**config.mk**
```make
export PLATFORM = sky130hd
export DESIGN_NAME = axil_led_pwm_timer
export DESIGN_NICKNAME = d
export VERILOG_FILES = /design/src/rtl/axil_led_pwm_timer.sv
export SDC_FILE = /design/constraint.sdc
export NUM_CORES = 1
export LEC_CHECK = 0
export BUFFER_PORTS_ARGS = -buffer_cell sky130_fd_sc_hd__buf_2
export CAP_MARGIN = 0
export CORE_MARGIN = 5
export CORE_UTILIZATION = 30
export DETAILED_ROUTE_END_ITERATION = 8
export PLACE_DENSITY = 0.48
export SLEW_MARGIN = 20
export SYNTH_ARGS = -nofsm -noshare
export SYNTH_HDL_FRONTEND = slang
export SYNTH_SLANG_ARGS = --single-unit
export TNS_END_PERCENT = 20
```
**constraint.sdc**
```tcl
create_clock -name io_systemClk -period 15.3 [get_ports io_systemClk]
set_input_delay 3.825 -clock io_systemClk [delete_from_list [all_inputs] [get_ports io_systemClk]]
set_output_delay 3.825 -clock io_systemClk [all_outputs]
set_load 0.005 [all_outputs]
```
**src/rtl/axil_led_pwm_timer.sv**
```systemverilog
// AXI4-Lite slave providing direct or PWM-dimmed LED outputs and a periodic
// timer whose wrap event raises userInterruptA. All logic is on io_systemClk,
// asynchronously reset by io_systemReset (active high).
module axil_led_pwm_timer #(
    parameter int ADDR_WIDTH = 8,
    parameter int NUM_LEDS   = 4,
    parameter int CNT_WIDTH  = 32
) (
    input  logic                  io_systemClk,
    input  logic                  io_systemReset,
    input  logic                  axi_awvalid,
    output logic                  axi_awready,
    input  logic [ADDR_WIDTH-1:0] axi_awaddr,
    input  logic                  axi_wvalid,
    output logic                  axi_wready,
    input  logic [31:0]           axi_wdata,
    input  logic [3:0]            axi_wstrb,
    output logic                  axi_bvalid,
    input  logic                  axi_bready,
    output logic [1:0]            axi_bresp,
    input  logic                  axi_arvalid,
    output logic                  axi_arready,
    input  logic [ADDR_WIDTH-1:0] axi_araddr,
    output logic                  axi_rvalid,
    input  logic                  axi_rready,
    output logic [31:0]           axi_rdata,
    output logic [1:0]            axi_rresp,
    output logic [NUM_LEDS-1:0]   leds,
    output logic                  userInterruptA
);

    typedef enum logic [2:0] {
        REG_CTRL   = 3'd0,
        REG_LED    = 3'd1,
        REG_PERIOD = 3'd2,
        REG_DUTY   = 3'd3,
        REG_STATUS = 3'd4,
        REG_COUNT  = 3'd5,
        REG_RSVD6  = 3'd6,
        REG_RSVD7  = 3'd7
    } reg_sel_e;

    localparam logic [1:0] RESP_OKAY   = 2'b00;
    localparam logic [1:0] RESP_SLVERR = 2'b10;

    logic [2:0]           ctrl;       // {PWM_MODE, IRQ_EN, EN}
    logic [NUM_LEDS-1:0]  led_reg;
    logic [CNT_WIDTH-1:0] period;
    logic [CNT_WIDTH-1:0] duty;
    logic [CNT_WIDTH-1:0] count;
    logic                 wrap_pend;

    reg_sel_e    wr_sel;
    reg_sel_e    rd_sel;
    logic        wr_fire;
    logic        rd_fire;
    logic        running;
    logic        wrap;
    logic        wr_period;
    logic        w1c_pend;
    logic        pwm_on;
    logic        rd_err;
    logic [31:0] rd_value;
    logic        unused_addr_bits;

    // Byte-lane merge of write data into an existing 32-bit register image.
    function automatic logic [31:0] merge_strb(input logic [31:0] old_val,
                                               input logic [31:0] new_val,
                                               input logic [3:0]  strb);
        logic [31:0] merged;
        merged = old_val;
        for (int b = 0; b < 4; b++) begin
            if (strb[b]) merged[8*b +: 8] = new_val[8*b +: 8];
        end
        return merged;
    endfunction

    assign wr_sel  = reg_sel_e'(axi_awaddr[4:2]);
    assign rd_sel  = reg_sel_e'(axi_araddr[4:2]);

    // A write needs both AW and W present and no response outstanding.
    assign axi_awready = axi_awvalid & axi_wvalid & ~axi_bvalid;
    assign axi_wready  = axi_awready;
    assign wr_fire     = axi_awready;
    assign axi_arready = axi_arvalid & ~axi_rvalid;
    assign rd_fire     = axi_arready;

    assign running   = ctrl[0] & (period != '0);
    assign wrap      = running & (count == period);
    assign wr_period = wr_fire & (wr_sel == REG_PERIOD);
    assign w1c_pend  = wr_fire & (wr_sel == REG_STATUS) & axi_wstrb[0] & axi_wdata[0];
    // DUTY above PERIOD can never be reached by count, so LEDs stay fully on.
    assign pwm_on    = (duty > period) | (count < duty);

    // Only addr[4:2] is decoded; the remaining address bits are don't-care.
    assign unused_addr_bits = ^{axi_awaddr, axi_araddr};

    // Read data mux, zero-extended to the 32-bit bus.
    always_comb begin
        // NOTE: defaults first so every path assigns every output -- no latches.
        rd_value = '0;
        rd_err   = 1'b0;
        case (rd_sel)
            REG_CTRL:   rd_value = 32'(ctrl);
            REG_LED:    rd_value = 32'(led_reg);
            REG_PERIOD: rd_value = 32'(period);
            REG_DUTY:   rd_value = 32'(duty);
            REG_STATUS: rd_value = 32'(wrap_pend);
            REG_COUNT:  rd_value = 32'(count);
            default:    rd_err   = 1'b1;
        endcase
    end

    // Software-visible control registers, updated on an accepted write.
    always_ff @(posedge io_systemClk or posedge io_systemReset) begin
        // NOTE: non-blocking (<=) on all state so every flop samples pre-edge values.
        if (io_systemReset) begin
            ctrl    <= '0;
            led_reg <= '0;
            period  <= '0;
            duty    <= '0;
        end else if (wr_fire) begin
            case (wr_sel)
                REG_CTRL:   ctrl    <= 3'(merge_strb(32'(ctrl), axi_wdata, axi_wstrb));
                REG_LED:    led_reg <= NUM_LEDS'(merge_strb(32'(led_reg), axi_wdata, axi_wstrb));
                REG_PERIOD: period  <= CNT_WIDTH'(merge_strb(32'(period), axi_wdata, axi_wstrb));
                REG_DUTY:   duty    <= CNT_WIDTH'(merge_strb(32'(duty), axi_wdata, axi_wstrb));
                default:    ;
            endcase
        end
    end

    // Timer counter: PERIOD write restarts it, wrap reloads 0, EN=0 freezes it.
    always_ff @(posedge io_systemClk or posedge io_systemReset) begin
        if (io_systemReset)  count <= '0;
        else if (wr_period)  count <= '0;
        else if (wrap)       count <= '0;
        else if (running)    count <= count + CNT_WIDTH'(1);
    end

    // Sticky wrap flag (set beats W1C), registered interrupt and LED drive.
    always_ff @(posedge io_systemClk or posedge io_systemReset) begin
        if (io_systemReset) begin
            wrap_pend      <= 1'b0;
            userInterruptA <= 1'b0;
            leds           <= '0;
        end else begin
            if (wrap)          wrap_pend <= 1'b1;
            else if (w1c_pend) wrap_pend <= 1'b0;
            userInterruptA <= wrap_pend & ctrl[1];
            leds           <= (~ctrl[2] | pwm_on) ? led_reg : '0;
        end
    end

    // Write response channel: raised after acceptance, held until bready.
    always_ff @(posedge io_systemClk or posedge io_systemReset) begin
        if (io_systemReset) begin
            axi_bvalid <= 1'b0;
            axi_bresp  <= RESP_OKAY;
        end else if (wr_fire) begin
            axi_bvalid <= 1'b1;
            axi_bresp  <= (wr_sel == REG_RSVD6 || wr_sel == REG_RSVD7) ? RESP_SLVERR : RESP_OKAY;
        end else if (axi_bready) begin
            axi_bvalid <= 1'b0;
        end
    end

    // Read data channel: data captured at address acceptance, held until rready.
    always_ff @(posedge io_systemClk or posedge io_systemReset) begin
        if (io_systemReset) begin
            axi_rvalid <= 1'b0;
            axi_rdata  <= '0;
            axi_rresp  <= RESP_OKAY;
        end else if (rd_fire) begin
            axi_rvalid <= 1'b1;
            axi_rdata  <= rd_value;
            axi_rresp  <= rd_err ? RESP_SLVERR : RESP_OKAY;
        end else if (axi_rready) begin
            axi_rvalid <= 1'b0;
        end
    end

endmodule

```
==> flow_summary.html, run 1 <==
<table>
<tr><th>Metric</th><th>Value</th></tr>
<tr><th colspan="2">Outcome</th></tr>
<tr><td>Outcome</td><td>finished clean</td></tr>
<tr><th colspan="2">Clock network</th></tr>
<tr><td>Post-CTS resize count</td><td>0</td></tr>
<tr><td>TritonCTS clock tree</td><td>built</td></tr>
<tr><td>Clock transition at the register clock pins on the worst setup and hold paths after CTS</td><td>70 ps</td></tr>
<tr><td>Worst-case clock buffer depth</td><td>2</td></tr>
<tr><td>Clock Sinks</td><td>145</td></tr>
<tr><td>Root Driver</td><td>sky130_fd_sc_hd__clkbuf_16</td></tr>
<tr><td>Number of buffers created by CTS</td><td>17</td></tr>
<tr><td>Number of hold-repair buffers added at the cts stage</td><td>0</td></tr>
<tr><td>Insertion delay of the later-clocked pin in the worst-skew pair</td><td>430 ps</td></tr>
<tr><td>Number of levels the H-tree was split into</td><td>4</td></tr>
<tr><td>Postcts setup bufs</td><td>0</td></tr>
<tr><th colspan="2">Critical path</th></tr>
<tr><td>Highest-delay cell along the critical path</td><td>sky130_fd_sc_hd__buf_4</td></tr>
<tr><td>Worst path cell trace</td><td>buf_2 &gt; nand2_1 &gt; buf_4 &gt; inv_1 &gt; buf_2</td></tr>
<tr><td>Data arrival time at the worst-slack endpoint</td><td>4720 ps</td></tr>
<tr><td>Buf+Inv Stages, Crit Path</td><td>4</td></tr>
<tr><td>Critical Path RT</td><td>11480 ps</td></tr>
<tr><td>Worst Setup Start Kind</td><td>input pin</td></tr>
<tr><td>Delay-heaviest family, CP</td><td>buffers and inverters</td></tr>
<tr><td>Maximum fanout count along the critical path</td><td>35</td></tr>
<tr><td>Critical path endpoint category</td><td>output port</td></tr>
<tr><td>Cell repeated most along the worst path</td><td>sky130_fd_sc_hd__buf_2</td></tr>
<tr><td>Slowest cell delay on critical path</td><td>410 ps</td></tr>
<tr><td>Worst setup path category</td><td>input pin to output port</td></tr>
<tr><th colspan="2">Detailed routing</th></tr>
<tr><td>First-pass DRT Iterations</td><td>5</td></tr>
<tr><td>Final WL</td><td>26.7 mm</td></tr>
<tr><td>Via count of the routed design</td><td>7094</td></tr>
<tr><td>DRC violations left</td><td>0</td></tr>
<tr><td>Routed vias/inst</td><td>5.12</td></tr>
<tr><td>Routed wire length per instance</td><td>19.3 µm</td></tr>
<tr><td>Number of DRC violations after detailed-routing iteration 0</td><td>319</td></tr>
<tr><td>Remaining number of nets flagged by the antenna check after routing</td><td>0</td></tr>
<tr><th colspan="2">Timing</th></tr>
<tr><td>Unrepaired setup endpoints after global routing</td><td>false</td></tr>
<tr><td>Final Skew</td><td>11.5 ps</td></tr>
<tr><td>Hold violation total from the final report</td><td>0</td></tr>
<tr><td>Post-route worst setup slack</td><td>6760 ps</td></tr>
<tr><td>Final-layout setup total negative slack</td><td>0 ps</td></tr>
<tr><td>Max frequency</td><td>0.117 GHz</td></tr>
<tr><td>Max Slew Vio Count</td><td>0</td></tr>
<tr><td>Slew at the pin closest to its max-slew limit</td><td>1050 ps</td></tr>
<tr><td>Max-Slew Margin vs Limit</td><td>30.0%</td></tr>
<tr><td>Time the worst path needs with I/O delays and setup</td><td>8540 ps</td></tr>
<tr><td>Count of final setup violators</td><td>0</td></tr>
<tr><td>Final clock period utilization by the worst path</td><td>55.8%</td></tr>
<tr><th colspan="2">Logic synthesis</th></tr>
<tr><td>Most used flip-flop cell after synthesis</td><td>sky130_fd_sc_hd__dfrtp_1</td></tr>
<tr><td>Synth area leader</td><td>sky130_fd_sc_hd__dfrtp_1</td></tr>
<tr><td>#FFs+latches synth</td><td>145</td></tr>
<tr><td>Synth area leaders</td><td>sky130_fd_sc_hd__dfrtp_1 41%, sky130_fd_sc_hd__mux2_2 9.5%, sky130_fd_sc_hd__ha_1 9.0%</td></tr>
<tr><td>Share of the synthesized area in the top cell type</td><td>40.7%</td></tr>
<tr><td>Post-synth design cell area</td><td>8920 µm²</td></tr>
<tr><td>Seq/Total Area, Yosys</td><td>40.7%</td></tr>
<tr><td>Yosys warns</td><td>0</td></tr>
<tr><td>Gate count after technology mapping</td><td>909</td></tr>
<tr><td>Mean post-synth cell area</td><td>9.82 µm²</td></tr>
<tr><td>Post-synth EDFFs</td><td>0</td></tr>
<tr><td>Post-synthesis async set-or-reset flop share</td><td>100%</td></tr>
<tr><td>Top cells by count, synth</td><td>145 x sky130_fd_sc_hd__dfrtp_1, 97 x sky130_fd_sc_hd__nand2_1, 75 x sky130_fd_sc_hd__mux2_2</td></tr>
<tr><td>Top-count cell post-synth</td><td>sky130_fd_sc_hd__dfrtp_1</td></tr>
<tr><td>Distinct cell type count after synthesis</td><td>66</td></tr>
<tr><th colspan="2">Placement</th></tr>
<tr><td>DP Area</td><td>9710 µm²</td></tr>
<tr><td>Half-perimeter wire length after placement</td><td>19.0 mm</td></tr>
<tr><td>Placement-stage worst setup slack</td><td>6720 ps</td></tr>
<tr><td>Final estimated routing congestion in global placement</td><td>0.821</td></tr>
<tr><td>Count of input and output buffers</td><td>92</td></tr>
<tr><th colspan="2">Floorplanning</th></tr>
<tr><td>I/O pin cnt</td><td>105</td></tr>
<tr><td>Row Count</td><td>63</td></tr>
<tr><td>Chip width</td><td>182 µm</td></tr>
<tr><td>Floorplan die area</td><td>33300 µm²</td></tr>
<tr><td>Starting Density</td><td>30.3%</td></tr>
<tr><td>Y dimension of the die</td><td>182 µm</td></tr>
<tr><td>Placeable core area</td><td>29500 µm²</td></tr>
<tr><th colspan="2">Global routing</th></tr>
<tr><td>Vias in the first global route</td><td>6966</td></tr>
<tr><td>Global routing usage summed across all routing layers</td><td>16.1%</td></tr>
<tr><td>Global-route wire length before repair</td><td>41.6 mm</td></tr>
<tr><td>Largest net degree at the start of global routing</td><td>88</td></tr>
<tr><td>Number of antenna violations at the first check in global routing</td><td>0</td></tr>
<tr><td>Grt ovf</td><td>0</td></tr>
<tr><th colspan="2">Finish</th></tr>
<tr><td>Layout area overhead</td><td>16.4%</td></tr>
<tr><td>Number of antenna repair diodes</td><td>0</td></tr>
<tr><td>Filler instances</td><td>3053</td></tr>
<tr><td>Final net count</td><td>1105</td></tr>
<tr><td>Register cell area after layout</td><td>3630 µm²</td></tr>
<tr><td>Total area of multi-input combinational cells</td><td>4810 µm²</td></tr>
<tr><td>Ratio of cells with drive above 1 in the final layout</td><td>22.4%</td></tr>
<tr><td>Post-route standard cell area excluding fillers</td><td>10400 µm²</td></tr>
<tr><th colspan="2">Power and ir drop</th></tr>
<tr><td>Switching portion of total power</td><td>34.3%</td></tr>
<tr><td>Proportion of power drawn by flip-flops and latches</td><td>40.2%</td></tr>
<tr><td>Internal power consumption</td><td>881 µW</td></tr>
<tr><td>Combinational cell fraction of total power</td><td>25.4%</td></tr>
<tr><td>LEAKAGE</td><td>4.84 nW</td></tr>
<tr><td>Power Dens Cells</td><td>129 nW/µm²</td></tr>
<tr><td>Switching power</td><td>460 µW</td></tr>
<tr><td>Peak supply drop</td><td>0.0825 mV</td></tr>
<tr><td>Part of the power in the clock network</td><td>34.4%</td></tr>
<tr><th colspan="2">Min path</th></tr>
<tr><td>Type of the worst min-delay path</td><td>flop to flop</td></tr>
<tr><th colspan="2">Flow run</th></tr>
<tr><td>Number of max-cap violations</td><td>0</td></tr>
</table>
## metrics by stage
step / hold slack (ps) / util (%) / total power [mW] / cells
4_1_cts: 496 / 35.1 / 1.36 / 1384
3_5_place_dp: 475 / 33.0 / 0.887 / 1352
5_1_grt: 518 / 35.2 / 1.43 / 1385
3_3_place_gp: 468 / 33.0 / 0.881 / 1352
2_1_floorplan: 471 / - / 0.753 / 910
6_report: 488 / 35.2 / 1.34 / 1385
## power by group through the flow
stage / Combinational [mW] / Clock [mW] / Sequential [mW]
after floorplan: 0.248 / 0 / 0.504
after global placement: 0.334 / 0 / 0.546
after detailed placement: 0.341 / 0 / 0.546
after CTS: 0.344 / 0.474 / 0.540
after global routing: 0.388 / 0.489 / 0.550
final: 0.341 / 0.462 / 0.539
## cell usage in the layout (no fill, tap or decap), types with 10 or more instances in the layout
cell                        Yosys  routed
sky130_fd_sc_hd__or4_1         13      13
sky130_fd_sc_hd__and4_1        11      11
sky130_fd_sc_hd__mux2i_1       32      32
sky130_fd_sc_hd__clkbuf_16      0      17
sky130_fd_sc_hd__mux2_2        75      75
sky130_fd_sc_hd__a22o_1        30      30
sky130_fd_sc_hd__o21ai_1       14      14
sky130_fd_sc_hd__inv_1         70      69
sky130_fd_sc_hd__nor4_1        16      16
sky130_fd_sc_hd__ha_1          64      64
sky130_fd_sc_hd__dfrtp_1      145     145
sky130_fd_sc_hd__o21ai_0       51      50
sky130_fd_sc_hd__xor2_1        32      32
sky130_fd_sc_hd__buf_2         17      92
sky130_fd_sc_hd__a31oi_1       10      10
sky130_fd_sc_hd__nor2_1        20      19
sky130_fd_sc_hd__nand4_1       16      16
sky130_fd_sc_hd__a21oi_1       45      44
sky130_fd_sc_hd__nand3_1       28      28
sky130_fd_sc_hd__nand2_1       97      97
## area by class of cell
type                    instances  share of cell area [%]
well taps                     390                    4.70
multi-input cells             647                    46.4
clock inverters                14                    1.96
inverters                      71                    2.61
clock buffers                  18                    4.23
repair buffers                100                    5.20
flip-flops and latches        145                    34.9
## kinds of logic (layout without fill, tap and decap cells)
kind of cell,count (synthesis),count (layout),share of synthesized area [%]
flip-flops,145,145,40.7
adder cells (fa/ha/maj),64,64,8.97
AO/OA/AOI/OAI,187,187,13.2
other,1,2,0.0420
AND/OR/NAND/NOR,255,255,15.3
XOR/XNOR,32,32,3.14
buffers and inverters,118,203,5.62
multiplexers,107,107,13.1
## metal layers
layer  GRT usage [%]  up-vias  share of wire [%]
li1                -     3443                  -
met1            22.8     3502                 48
met2            25.0      124                 46
met3            3.25       25                4.3
met4            4.56        0                1.8
met5               0        -                  0
## worst paths after layout
path | from | endpoint | slack [ps] | cells past startpoint
setup / recovery | axi_arvalid | axi_arready | 6760 | 5
hold / removal | axi_rdata[0] | axi_rdata[0] | 490 | 1
setup reg to reg | count[7] | count[27] | 12370 | 6
hold reg to reg | axi_rdata[0] | axi_rdata[0] | 490 | 1
max in group asynchronous | io_systemReset | duty[25] | 10470 | 3
min in group asynchronous | io_systemReset | axi_rdata[11] | 3540 | 2
Power figures use the tool's default switching activity.
==> run 2: changes to the inputs <==
- ABC_AREA: not set -> 1
- clock period: 15.3 -> 8.57 ns (I/O delays scaled with it)
==> flow_summary.html, run 2 <==
<table>
<tr><th>Metric</th><th>Value</th></tr>
<tr><th colspan="2">Outcome</th></tr>
<tr><td>Outcome</td><td>finished clean (unchanged)</td></tr>
<tr><th colspan="2">Logic synthesis</th></tr>
<tr><td>Yosys warns</td><td>0 (unchanged)</td></tr>
<tr><td>Mean post-synth cell area</td><td>7.53 µm² (was 9.82 µm²)</td></tr>
<tr><td>Gate count after technology mapping</td><td>1203 (was 909)</td></tr>
<tr><td>Most used flip-flop cell after synthesis</td><td>sky130_fd_sc_hd__dfrtp_1 (unchanged)</td></tr>
<tr><td>Synth area leader</td><td>sky130_fd_sc_hd__dfrtp_1 (unchanged)</td></tr>
<tr><td>Seq/Total Area, Yosys</td><td>40.1% (was 40.7%)</td></tr>
<tr><td>Share of the synthesized area in the top cell type</td><td>40.1% (was 40.7%)</td></tr>
<tr><td>Synth area leaders</td><td>sky130_fd_sc_hd__dfrtp_1 40%, sky130_fd_sc_hd__nand2_1 14%, sky130_fd_sc_hd__ha_1 8.8% (was sky130_fd_sc_hd__dfrtp_1 41%, sky130_fd_sc_hd__mux2_2 9.5%, sky130_fd_sc_hd__ha_1 9.0%)</td></tr>
<tr><td>Distinct cell type count after synthesis</td><td>35 (was 66)</td></tr>
<tr><td>Top-count cell post-synth</td><td>sky130_fd_sc_hd__nand2_1 (was sky130_fd_sc_hd__dfrtp_1)</td></tr>
<tr><td>Top cells by count, synth</td><td>327 x sky130_fd_sc_hd__nand2_1, 145 x sky130_fd_sc_hd__dfrtp_1, 141 x sky130_fd_sc_hd__inv_1 (was 145 x sky130_fd_sc_hd__dfrtp_1, 97 x sky130_fd_sc_hd__nand2_1, 75 x sky130_fd_sc_hd__mux2_2)</td></tr>
<tr><td>#FFs+latches synth</td><td>145 (unchanged)</td></tr>
<tr><td>Post-synth EDFFs</td><td>0 (unchanged)</td></tr>
<tr><td>Post-synthesis async set-or-reset flop share</td><td>100% (unchanged)</td></tr>
<tr><td>Post-synth design cell area</td><td>9050 µm² (was 8920 µm²)</td></tr>
<tr><th colspan="2">Timing</th></tr>
<tr><td>Time the worst path needs with I/O delays and setup</td><td>5320 ps</td></tr>
<tr><td>Count of final setup violators</td><td>0 (unchanged)</td></tr>
<tr><td>Max Slew Vio Count</td><td>0 (unchanged)</td></tr>
<tr><td>Hold violation total from the final report</td><td>0 (unchanged)</td></tr>
<tr><td>Max-Slew Margin vs Limit</td><td>29.3% (was 30.0%)</td></tr>
<tr><td>Slew at the pin closest to its max-slew limit</td><td>1050 ps (about the same)</td></tr>
<tr><td>Final clock period utilization by the worst path</td><td>62.1%</td></tr>
<tr><td>Unrepaired setup endpoints after global routing</td><td>false (unchanged)</td></tr>
<tr><td>Max frequency</td><td>0.188 GHz</td></tr>
<tr><td>Final-layout setup total negative slack</td><td>0 ps (unchanged)</td></tr>
<tr><td>Post-route worst setup slack</td><td>3250 ps (was 6760 ps)</td></tr>
<tr><td>Final Skew</td><td>14.3 ps (was 11.5 ps)</td></tr>
<tr><th colspan="2">Finish</th></tr>
<tr><td>Number of antenna repair diodes</td><td>0 (unchanged)</td></tr>
<tr><td>Commonest cells after routing, fill and taps aside</td><td>326 x sky130_fd_sc_hd__nand2_1, 145 x sky130_fd_sc_hd__dfrtp_1, 140 x sky130_fd_sc_hd__inv_1 (was 145 x sky130_fd_sc_hd__dfrtp_1, 97 x sky130_fd_sc_hd__nand2_1, 92 x sky130_fd_sc_hd__buf_2)</td></tr>
<tr><td>Layout area overhead</td><td>15.6% (was 16.4%)</td></tr>
<tr><td>Ratio of cells with drive above 1 in the final layout</td><td>12.7% (was 22.4%)</td></tr>
<tr><td>Final net count</td><td>1402 (was 1105)</td></tr>
<tr><td>Commonest non-fill, non-tap cell in the layout</td><td>sky130_fd_sc_hd__nand2_1 (was sky130_fd_sc_hd__dfrtp_1)</td></tr>
<tr><th colspan="2">Min path</th></tr>
<tr><td>Type of the worst min-delay path</td><td>flop to flop (unchanged)</td></tr>
<tr><th colspan="2">Clock network</th></tr>
<tr><td>Clock Sinks</td><td>145 (unchanged)</td></tr>
<tr><td>Insertion delay of the later-clocked pin in the worst-skew pair</td><td>420 ps (was 430 ps)</td></tr>
<tr><td>Root Driver</td><td>sky130_fd_sc_hd__clkbuf_16 (unchanged)</td></tr>
<tr><td>TritonCTS clock tree</td><td>built (unchanged)</td></tr>
<tr><td>Post-CTS resize count</td><td>0 (unchanged)</td></tr>
<tr><td>Worst-case clock buffer depth</td><td>2 (unchanged)</td></tr>
<tr><td>Number of hold-repair buffers added at the cts stage</td><td>0 (unchanged)</td></tr>
<tr><td>Number of levels the H-tree was split into</td><td>4 (unchanged)</td></tr>
<tr><td>Clock transition at the register clock pins on the worst setup and hold paths after CTS</td><td>60 ps (was 70 ps)</td></tr>
<tr><td>Number of buffers created by CTS</td><td>17 (unchanged)</td></tr>
<tr><td>Postcts setup bufs</td><td>0 (unchanged)</td></tr>
<tr><th colspan="2">Detailed routing</th></tr>
<tr><td>First-pass DRT Iterations</td><td>4 (was 5)</td></tr>
<tr><td>Routed vias/inst</td><td>4.82 (was 5.12)</td></tr>
<tr><td>Number of DRC violations after detailed-routing iteration 0</td><td>613 (was 319)</td></tr>
<tr><td>Routed wire length per instance</td><td>16.9 µm (was 19.3 µm)</td></tr>
<tr><td>DRC violations left</td><td>0 (unchanged)</td></tr>
<tr><td>Via count of the routed design</td><td>8102 (was 7094)</td></tr>
<tr><td>Remaining number of nets flagged by the antenna check after routing</td><td>0 (unchanged)</td></tr>
<tr><td>Final WL</td><td>28.3 mm (was 26.7 mm)</td></tr>
<tr><th colspan="2">Global routing</th></tr>
<tr><td>Number of antenna violations at the first check in global routing</td><td>0 (unchanged)</td></tr>
<tr><td>Global routing usage summed across all routing layers</td><td>17.0% (was 16.1%)</td></tr>
<tr><td>Largest net degree at the start of global routing</td><td>108 (was 88)</td></tr>
<tr><td>Global-route wire length before repair</td><td>45.2 mm (was 41.6 mm)</td></tr>
<tr><td>Vias in the first global route</td><td>8055 (was 6966)</td></tr>
<tr><td>Grt ovf</td><td>0 (unchanged)</td></tr>
<tr><th colspan="2">Flow run</th></tr>
<tr><td>Number of max-cap violations</td><td>0 (unchanged)</td></tr>
<tr><th colspan="2">Placement</th></tr>
<tr><td>Count of input and output buffers</td><td>92 (unchanged)</td></tr>
<tr><td>Final estimated routing congestion in global placement</td><td>0.912 (was 0.821)</td></tr>
<tr><td>Placement-stage worst setup slack</td><td>3230 ps (was 6720 ps)</td></tr>
<tr><td>Half-perimeter wire length after placement</td><td>21.3 mm (was 19.0 mm)</td></tr>
<tr><th colspan="2">Floorplanning</th></tr>
<tr><td>I/O pin cnt</td><td>105 (unchanged)</td></tr>
<tr><td>Starting Density</td><td>30.5% (was 30.3%)</td></tr>
<tr><td>Chip width</td><td>184 µm (was 182 µm)</td></tr>
<tr><td>Row Count</td><td>63 (unchanged)</td></tr>
<tr><td>Y dimension of the die</td><td>184 µm (was 182 µm)</td></tr>
<tr><td>Floorplan die area</td><td>33800 µm² (was 33300 µm²)</td></tr>
<tr><td>Placeable core area</td><td>29700 µm² (was 29500 µm²)</td></tr>
<tr><th colspan="2">Power and ir drop</th></tr>
<tr><td>Power Dens Cells</td><td>210 nW/µm² (was 129 nW/µm²)</td></tr>
<tr><td>Post-layout power</td><td>2.20 mW (was 1.34 mW)</td></tr>
<tr><td>Peak supply drop</td><td>0.114 mV (was 0.0825 mV)</td></tr>
<tr><td>LEAKAGE</td><td>5.23 nW (was 4.84 nW)</td></tr>
<tr><th colspan="2">Critical path</th></tr>
<tr><td>Worst setup path category</td><td>input pin to output port (unchanged)</td></tr>
<tr><td>Maximum fanout count along the critical path</td><td>28 (was 35)</td></tr>
<tr><td>Data arrival time at the worst-slack endpoint</td><td>3180 ps (was 4720 ps)</td></tr>
<tr><td>Critical Path RT</td><td>6430 ps (was 11480 ps)</td></tr>
<tr><td>Critical path endpoint category</td><td>output port (unchanged)</td></tr>
<tr><td>Worst Setup Start Kind</td><td>input pin (unchanged)</td></tr>
</table>
## run 2: per-layer routing
layer  track usage [%]  routed length, µm
met1              24.6              14100
met2              27.0              12900
met3              2.63                867
met4              3.87                465
met5                 0                  0
## run 2: worst paths after layout
kind                                start             to  slack (ps)  cells past startpoint
hold reg to reg             axi_rdata[12]  axi_rdata[12]         470                      2
hold / removal              axi_rdata[12]  axi_rdata[12]         470                      2
setup / recovery              axi_arvalid    axi_arready        3250                      5
setup reg to reg               period[31]        leds[3]        5830                     11
min in group asynchronous  io_systemReset  axi_rdata[18]        1850                      2
max in group asynchronous  io_systemReset        ctrl[2]        5680                      3
## run 2: final cells by class
cell class,instances,area [µm²]
Timing Repair Buffer,100,520
Inverter,159,604
Clock inverter,12,131
Tap cell,390,488
Multi-Input combinational cell,856,4640
Clock buffer,20,457
Fill cell,3192,19200
Sequential cell,145,3630
## run 2: metrics by stage
stage	util [%]	hold WS (ps)	cell area, µm²	cells
final	35.2	473	10500	1682
after floorplan	-	453	9060	1204
after global placement	33.2	458	9880	1650
after global routing	35.2	498	10500	1682
after detailed placement	33.2	460	9880	1650
after CTS	35.2	479	10500	1682
## run 2: kinds of logic after synthesis
kind of cell               after synthesis  share of synthesized area (%)
DFF                                    145                           40.1
AOI/OAI and AO/OA                      213                           12.9
and+or+nand+nor                        544                           26.1
buffers and inverters                  203                           8.86
other                                    1                         0.0414
xor gates and xnor gates                33                           3.19
adders and majority gates               64                           8.84
## run 2: critical path, stage by stage
cell and delay (ps):
sky130_fd_sc_hd__buf_2 80, sky130_fd_sc_hd__nand2_1 60, sky130_fd_sc_hd__buf_4 210, sky130_fd_sc_hd__inv_2 460
sky130_fd_sc_hd__buf_2 220
## run 2: power breakdown
part / internal, mW / leakage [nW] / switching [mW]
Combinational: 0.202 / 3.19 / 0.343
Sequential: 0.795 / 1.77 / 0.104
Clock: 0.446 / 0.279 / 0.313
Total: 1.44 / 5.23 / 0.760
==> run 3: changes to the inputs <==
- PLACE_DENSITY: 0.48 -> 0.49
- clock period: 8.57 -> 4.74 ns (I/O delays scaled with it)
==> flow_summary.html, run 3 (synthesis results as in run 2) <==
<table>
<tr><th>Metric</th><th>Value</th></tr>
<tr><th colspan="2">Detailed routing</th></tr>
<tr><td>Routed wire length per instance</td><td>17.3 µm (was 16.9 µm)</td></tr>
<tr><td>First-pass DRT Iterations</td><td>5 (was 4)</td></tr>
<tr><td>DRC violations left</td><td>0 (unchanged)</td></tr>
<tr><td>Final WL</td><td>29.1 mm (was 28.3 mm)</td></tr>
<tr><td>Remaining number of nets flagged by the antenna check after routing</td><td>0 (unchanged)</td></tr>
<tr><td>Routed vias/inst</td><td>4.87 (was 4.82)</td></tr>
<tr><td>Via count of the routed design</td><td>8199 (was 8102)</td></tr>
<tr><td>Number of DRC violations after detailed-routing iteration 0</td><td>517 (was 613)</td></tr>
<tr><th colspan="2">Clock network</th></tr>
<tr><td>Clock Sinks</td><td>145 (unchanged)</td></tr>
<tr><td>Clock transition at the register clock pins on the worst setup and hold paths after CTS</td><td>60 ps (about the same)</td></tr>
<tr><td>Number of levels the H-tree was split into</td><td>4 (unchanged)</td></tr>
<tr><td>Root Driver</td><td>sky130_fd_sc_hd__clkbuf_16 (unchanged)</td></tr>
<tr><td>Number of buffers created by CTS</td><td>17 (unchanged)</td></tr>
<tr><td>Number of hold-repair buffers added at the cts stage</td><td>0 (unchanged)</td></tr>
<tr><td>Post-CTS resize count</td><td>0 (unchanged)</td></tr>
<tr><td>Postcts setup bufs</td><td>0 (unchanged)</td></tr>
<tr><td>TritonCTS clock tree</td><td>built (unchanged)</td></tr>
<tr><td>Worst-case clock buffer depth</td><td>2 (unchanged)</td></tr>
<tr><td>Insertion delay of the later-clocked pin in the worst-skew pair</td><td>440 ps (was 420 ps)</td></tr>
<tr><th colspan="2">Critical path</th></tr>
<tr><td>RR Endpoint</td><td>leds[0] (was leds[3])</td></tr>
<tr><td>Delay-heaviest family, CP</td><td>buffers and inverters (unchanged)</td></tr>
<tr><td>Data arrival time at the worst-slack endpoint</td><td>2050 ps (was 3180 ps)</td></tr>
<tr><td>Critical Path RT</td><td>3560 ps (was 6430 ps)</td></tr>
<tr><td>Worst Reg2Reg Path Length in Cells</td><td>11 (unchanged)</td></tr>
<tr><td>Cell repeated most along the worst path</td><td>sky130_fd_sc_hd__buf_2 (unchanged)</td></tr>
<tr><td>Worst setup path category</td><td>input pin to output port (unchanged)</td></tr>
<tr><td>Critical path endpoint category</td><td>output port (unchanged)</td></tr>
<tr><td>Slowest cell delay on critical path</td><td>490 ps (was 460 ps)</td></tr>
<tr><td>Maximum fanout count along the critical path</td><td>28 (unchanged)</td></tr>
<tr><td>Buf+Inv Stages, Crit Path</td><td>3 (was 4)</td></tr>
<tr><td>Worst Setup Start Kind</td><td>input pin (unchanged)</td></tr>
<tr><td>FF-to-FF Start</td><td>period[31] (unchanged)</td></tr>
<tr><td>Worst path cell trace</td><td>buf_2 &gt; nand2_1 &gt; inv_2 &gt; buf_2 (was buf_2 &gt; nand2_1 &gt; buf_4 &gt; inv_2 &gt; buf_2)</td></tr>
<tr><td>Highest-delay cell along the critical path</td><td>sky130_fd_sc_hd__inv_2 (unchanged)</td></tr>
<tr><td>Setup slack of the worst register-to-register path</td><td>1900 ps (was 5830 ps)</td></tr>
<tr><th colspan="2">Outcome</th></tr>
<tr><td>Outcome</td><td>finished clean (unchanged)</td></tr>
<tr><th colspan="2">Placement</th></tr>
<tr><td>Final estimated routing congestion in global placement</td><td>0.913 (was 0.912)</td></tr>
<tr><td>DP Area</td><td>9920 µm² (was 9880 µm²)</td></tr>
<tr><td>Count of input and output buffers</td><td>92 (unchanged)</td></tr>
<tr><td>Half-perimeter wire length after placement</td><td>21.9 mm (was 21.3 mm)</td></tr>
<tr><th colspan="2">Global routing</th></tr>
<tr><td>Global-route wire length before repair</td><td>46.5 mm (was 45.2 mm)</td></tr>
<tr><td>Grt ovf</td><td>0 (unchanged)</td></tr>
<tr><td>Number of antenna violations at the first check in global routing</td><td>0 (unchanged)</td></tr>
<tr><td>Vias in the first global route</td><td>8239 (was 8055)</td></tr>
<tr><td>Global routing usage summed across all routing layers</td><td>17.5% (was 17.0%)</td></tr>
<tr><td>Largest net degree at the start of global routing</td><td>53 (was 108)</td></tr>
<tr><th colspan="2">Finish</th></tr>
<tr><td>Commonest non-fill, non-tap cell in the layout</td><td>sky130_fd_sc_hd__nand2_1 (unchanged)</td></tr>
<tr><td>Ratio of cells with drive above 1 in the final layout</td><td>12.8% (was 12.7%)</td></tr>
<tr><td>Final net count</td><td>1404 (was 1402)</td></tr>
<tr><td>Number of antenna repair diodes</td><td>0 (unchanged)</td></tr>
<tr><td>Post-route standard cell area excluding fillers</td><td>10500 µm² (about the same)</td></tr>
<tr><td>Commonest cells after routing, fill and taps aside</td><td>326 x sky130_fd_sc_hd__nand2_1, 145 x sky130_fd_sc_hd__dfrtp_1, 140 x sky130_fd_sc_hd__inv_1 (unchanged)</td></tr>
<tr><td>Layout area overhead</td><td>16.5% (was 15.6%)</td></tr>
<tr><th colspan="2">Power and ir drop</th></tr>
<tr><td>Peak supply drop</td><td>0.199 mV (was 0.114 mV)</td></tr>
<tr><td>Post-layout power</td><td>4.10 mW (was 2.20 mW)</td></tr>
<tr><td>Power Dens Cells</td><td>389 nW/µm² (was 210 nW/µm²)</td></tr>
<tr><td>LEAKAGE</td><td>5.27 nW (was 5.23 nW)</td></tr>
<tr><th colspan="2">Timing</th></tr>
<tr><td>Slew at the pin closest to its max-slew limit</td><td>1090 ps (was 1050 ps)</td></tr>
<tr><td>Max-Slew Margin vs Limit</td><td>26.4% (was 29.3%)</td></tr>
<tr><td>Max frequency</td><td>0.309 GHz</td></tr>
<tr><td>Max Slew Vio Count</td><td>0 (unchanged)</td></tr>
<tr><td>Final-layout setup total negative slack</td><td>0 ps (unchanged)</td></tr>
<tr><td>Final clock period utilization by the worst path</td><td>68.3%</td></tr>
<tr><td>Count of final setup violators</td><td>0 (unchanged)</td></tr>
<tr><td>Final Hold Slack</td><td>476 ps (was 473 ps)</td></tr>
<tr><td>Time the worst path needs with I/O delays and setup</td><td>3240 ps</td></tr>
<tr><td>Unrepaired setup endpoints after global routing</td><td>false (unchanged)</td></tr>
<tr><td>Final Skew</td><td>21.1 ps (was 14.3 ps)</td></tr>
<tr><td>Hold violation total from the final report</td><td>0 (unchanged)</td></tr>
<tr><th colspan="2">Floorplanning</th></tr>
<tr><td>Y dimension of the die</td><td>184 µm (unchanged)</td></tr>
<tr><td>Chip width</td><td>184 µm (unchanged)</td></tr>
<tr><td>I/O pin cnt</td><td>105 (unchanged)</td></tr>
<tr><td>Row Count</td><td>63 (unchanged)</td></tr>
<tr><td>Floorplan die area</td><td>33800 µm² (unchanged)</td></tr>
<tr><td>Placeable core area</td><td>29700 µm² (unchanged)</td></tr>
<tr><td>Starting Density</td><td>30.5% (unchanged)</td></tr>
<tr><th colspan="2">Min path</th></tr>
<tr><td>Capture endpoint of the worst hold path</td><td>axi_rdata[24] (was axi_rdata[12])</td></tr>
<tr><td>Instance count along the most critical hold path</td><td>2 (unchanged)</td></tr>
<tr><td>Worst Hold Launch</td><td>axi_rdata[24] (was axi_rdata[12])</td></tr>
<tr><td>Type of the worst min-delay path</td><td>flop to flop (unchanged)</td></tr>
<tr><th colspan="2">Flow run</th></tr>
<tr><td>Number of max-cap violations</td><td>0 (unchanged)</td></tr>
</table>
## run 3: cell count changes in the layout (fill, tap and decap cells not counted), sizes merged
cell,before,now
buf,100,102
clkinvlp,4,2
bufinv,2,4
inv,153,155
clkbuf,20,18
## run 3: routing by layer
layer / GRT usage, % / part of all wire [%]
met3: 2.69 / 3.5
met4: 4.50 / 1.7
met2: 29.0 / 47
met1: 24.1 / 48
met5: 0 / 0
## run 3: through the flow
| stage | utilization (%) | setup slack (ps) | std cells |
|---|---|---|---|
| 2_1_floorplan | - | 1740 | 1204 |
| 3_3_place_gp | 33.4 | 1470 | 1652 |
| 3_5_place_dp | 33.4 | 1440 | 1652 |
| 4_1_cts | 35.5 | 1490 | 1684 |
| 5_1_grt | 35.5 | 1440 | 1684 |
| 6_report | 35.5 | 1500 | 1684 |
## run 3: worst max path at each step
| stage | startpoint | end | slack [ps] | depth (start not counted) |
|---|---|---|---|---|
| floorplan | io_systemReset | axi_bresp[1] | 1740 | 1 |
| global placement | axi_awvalid | count[31] | 1470 | 8 |
| detailed placement | axi_awvalid | count[31] | 1440 | 8 |
| CTS | axi_arvalid | axi_arready | 1490 | 4 |
| global route | axi_arvalid | axi_arready | 1440 | 4 |
| finish | axi_arvalid | axi_arready | 1500 | 4 |
## run 3: layout make-up
class	count	area (µm²)
inverters	159	601
flip-flops and latches	145	3630
fillers	3166	19200
clock buffers	18	429
multi-input cells	856	4640
clock inverters	14	199
well taps	390	488
repair buffers	102	561
## run 3: report_power, final
group	switching (mW)	internal [mW]	total (mW)
Clock	0.586	0.891	1.48
Combinational	0.631	0.367	0.999
Sequential	0.189	1.44	1.63
Total	1.41	2.70	4.10
## run 3: worst min-delay path, cell delays in order (launching register included)
cell and delay, ps:
sky130_fd_sc_hd__dfrtp_1 340, sky130_fd_sc_hd__nand2_1 50, sky130_fd_sc_hd__nand2_1 60
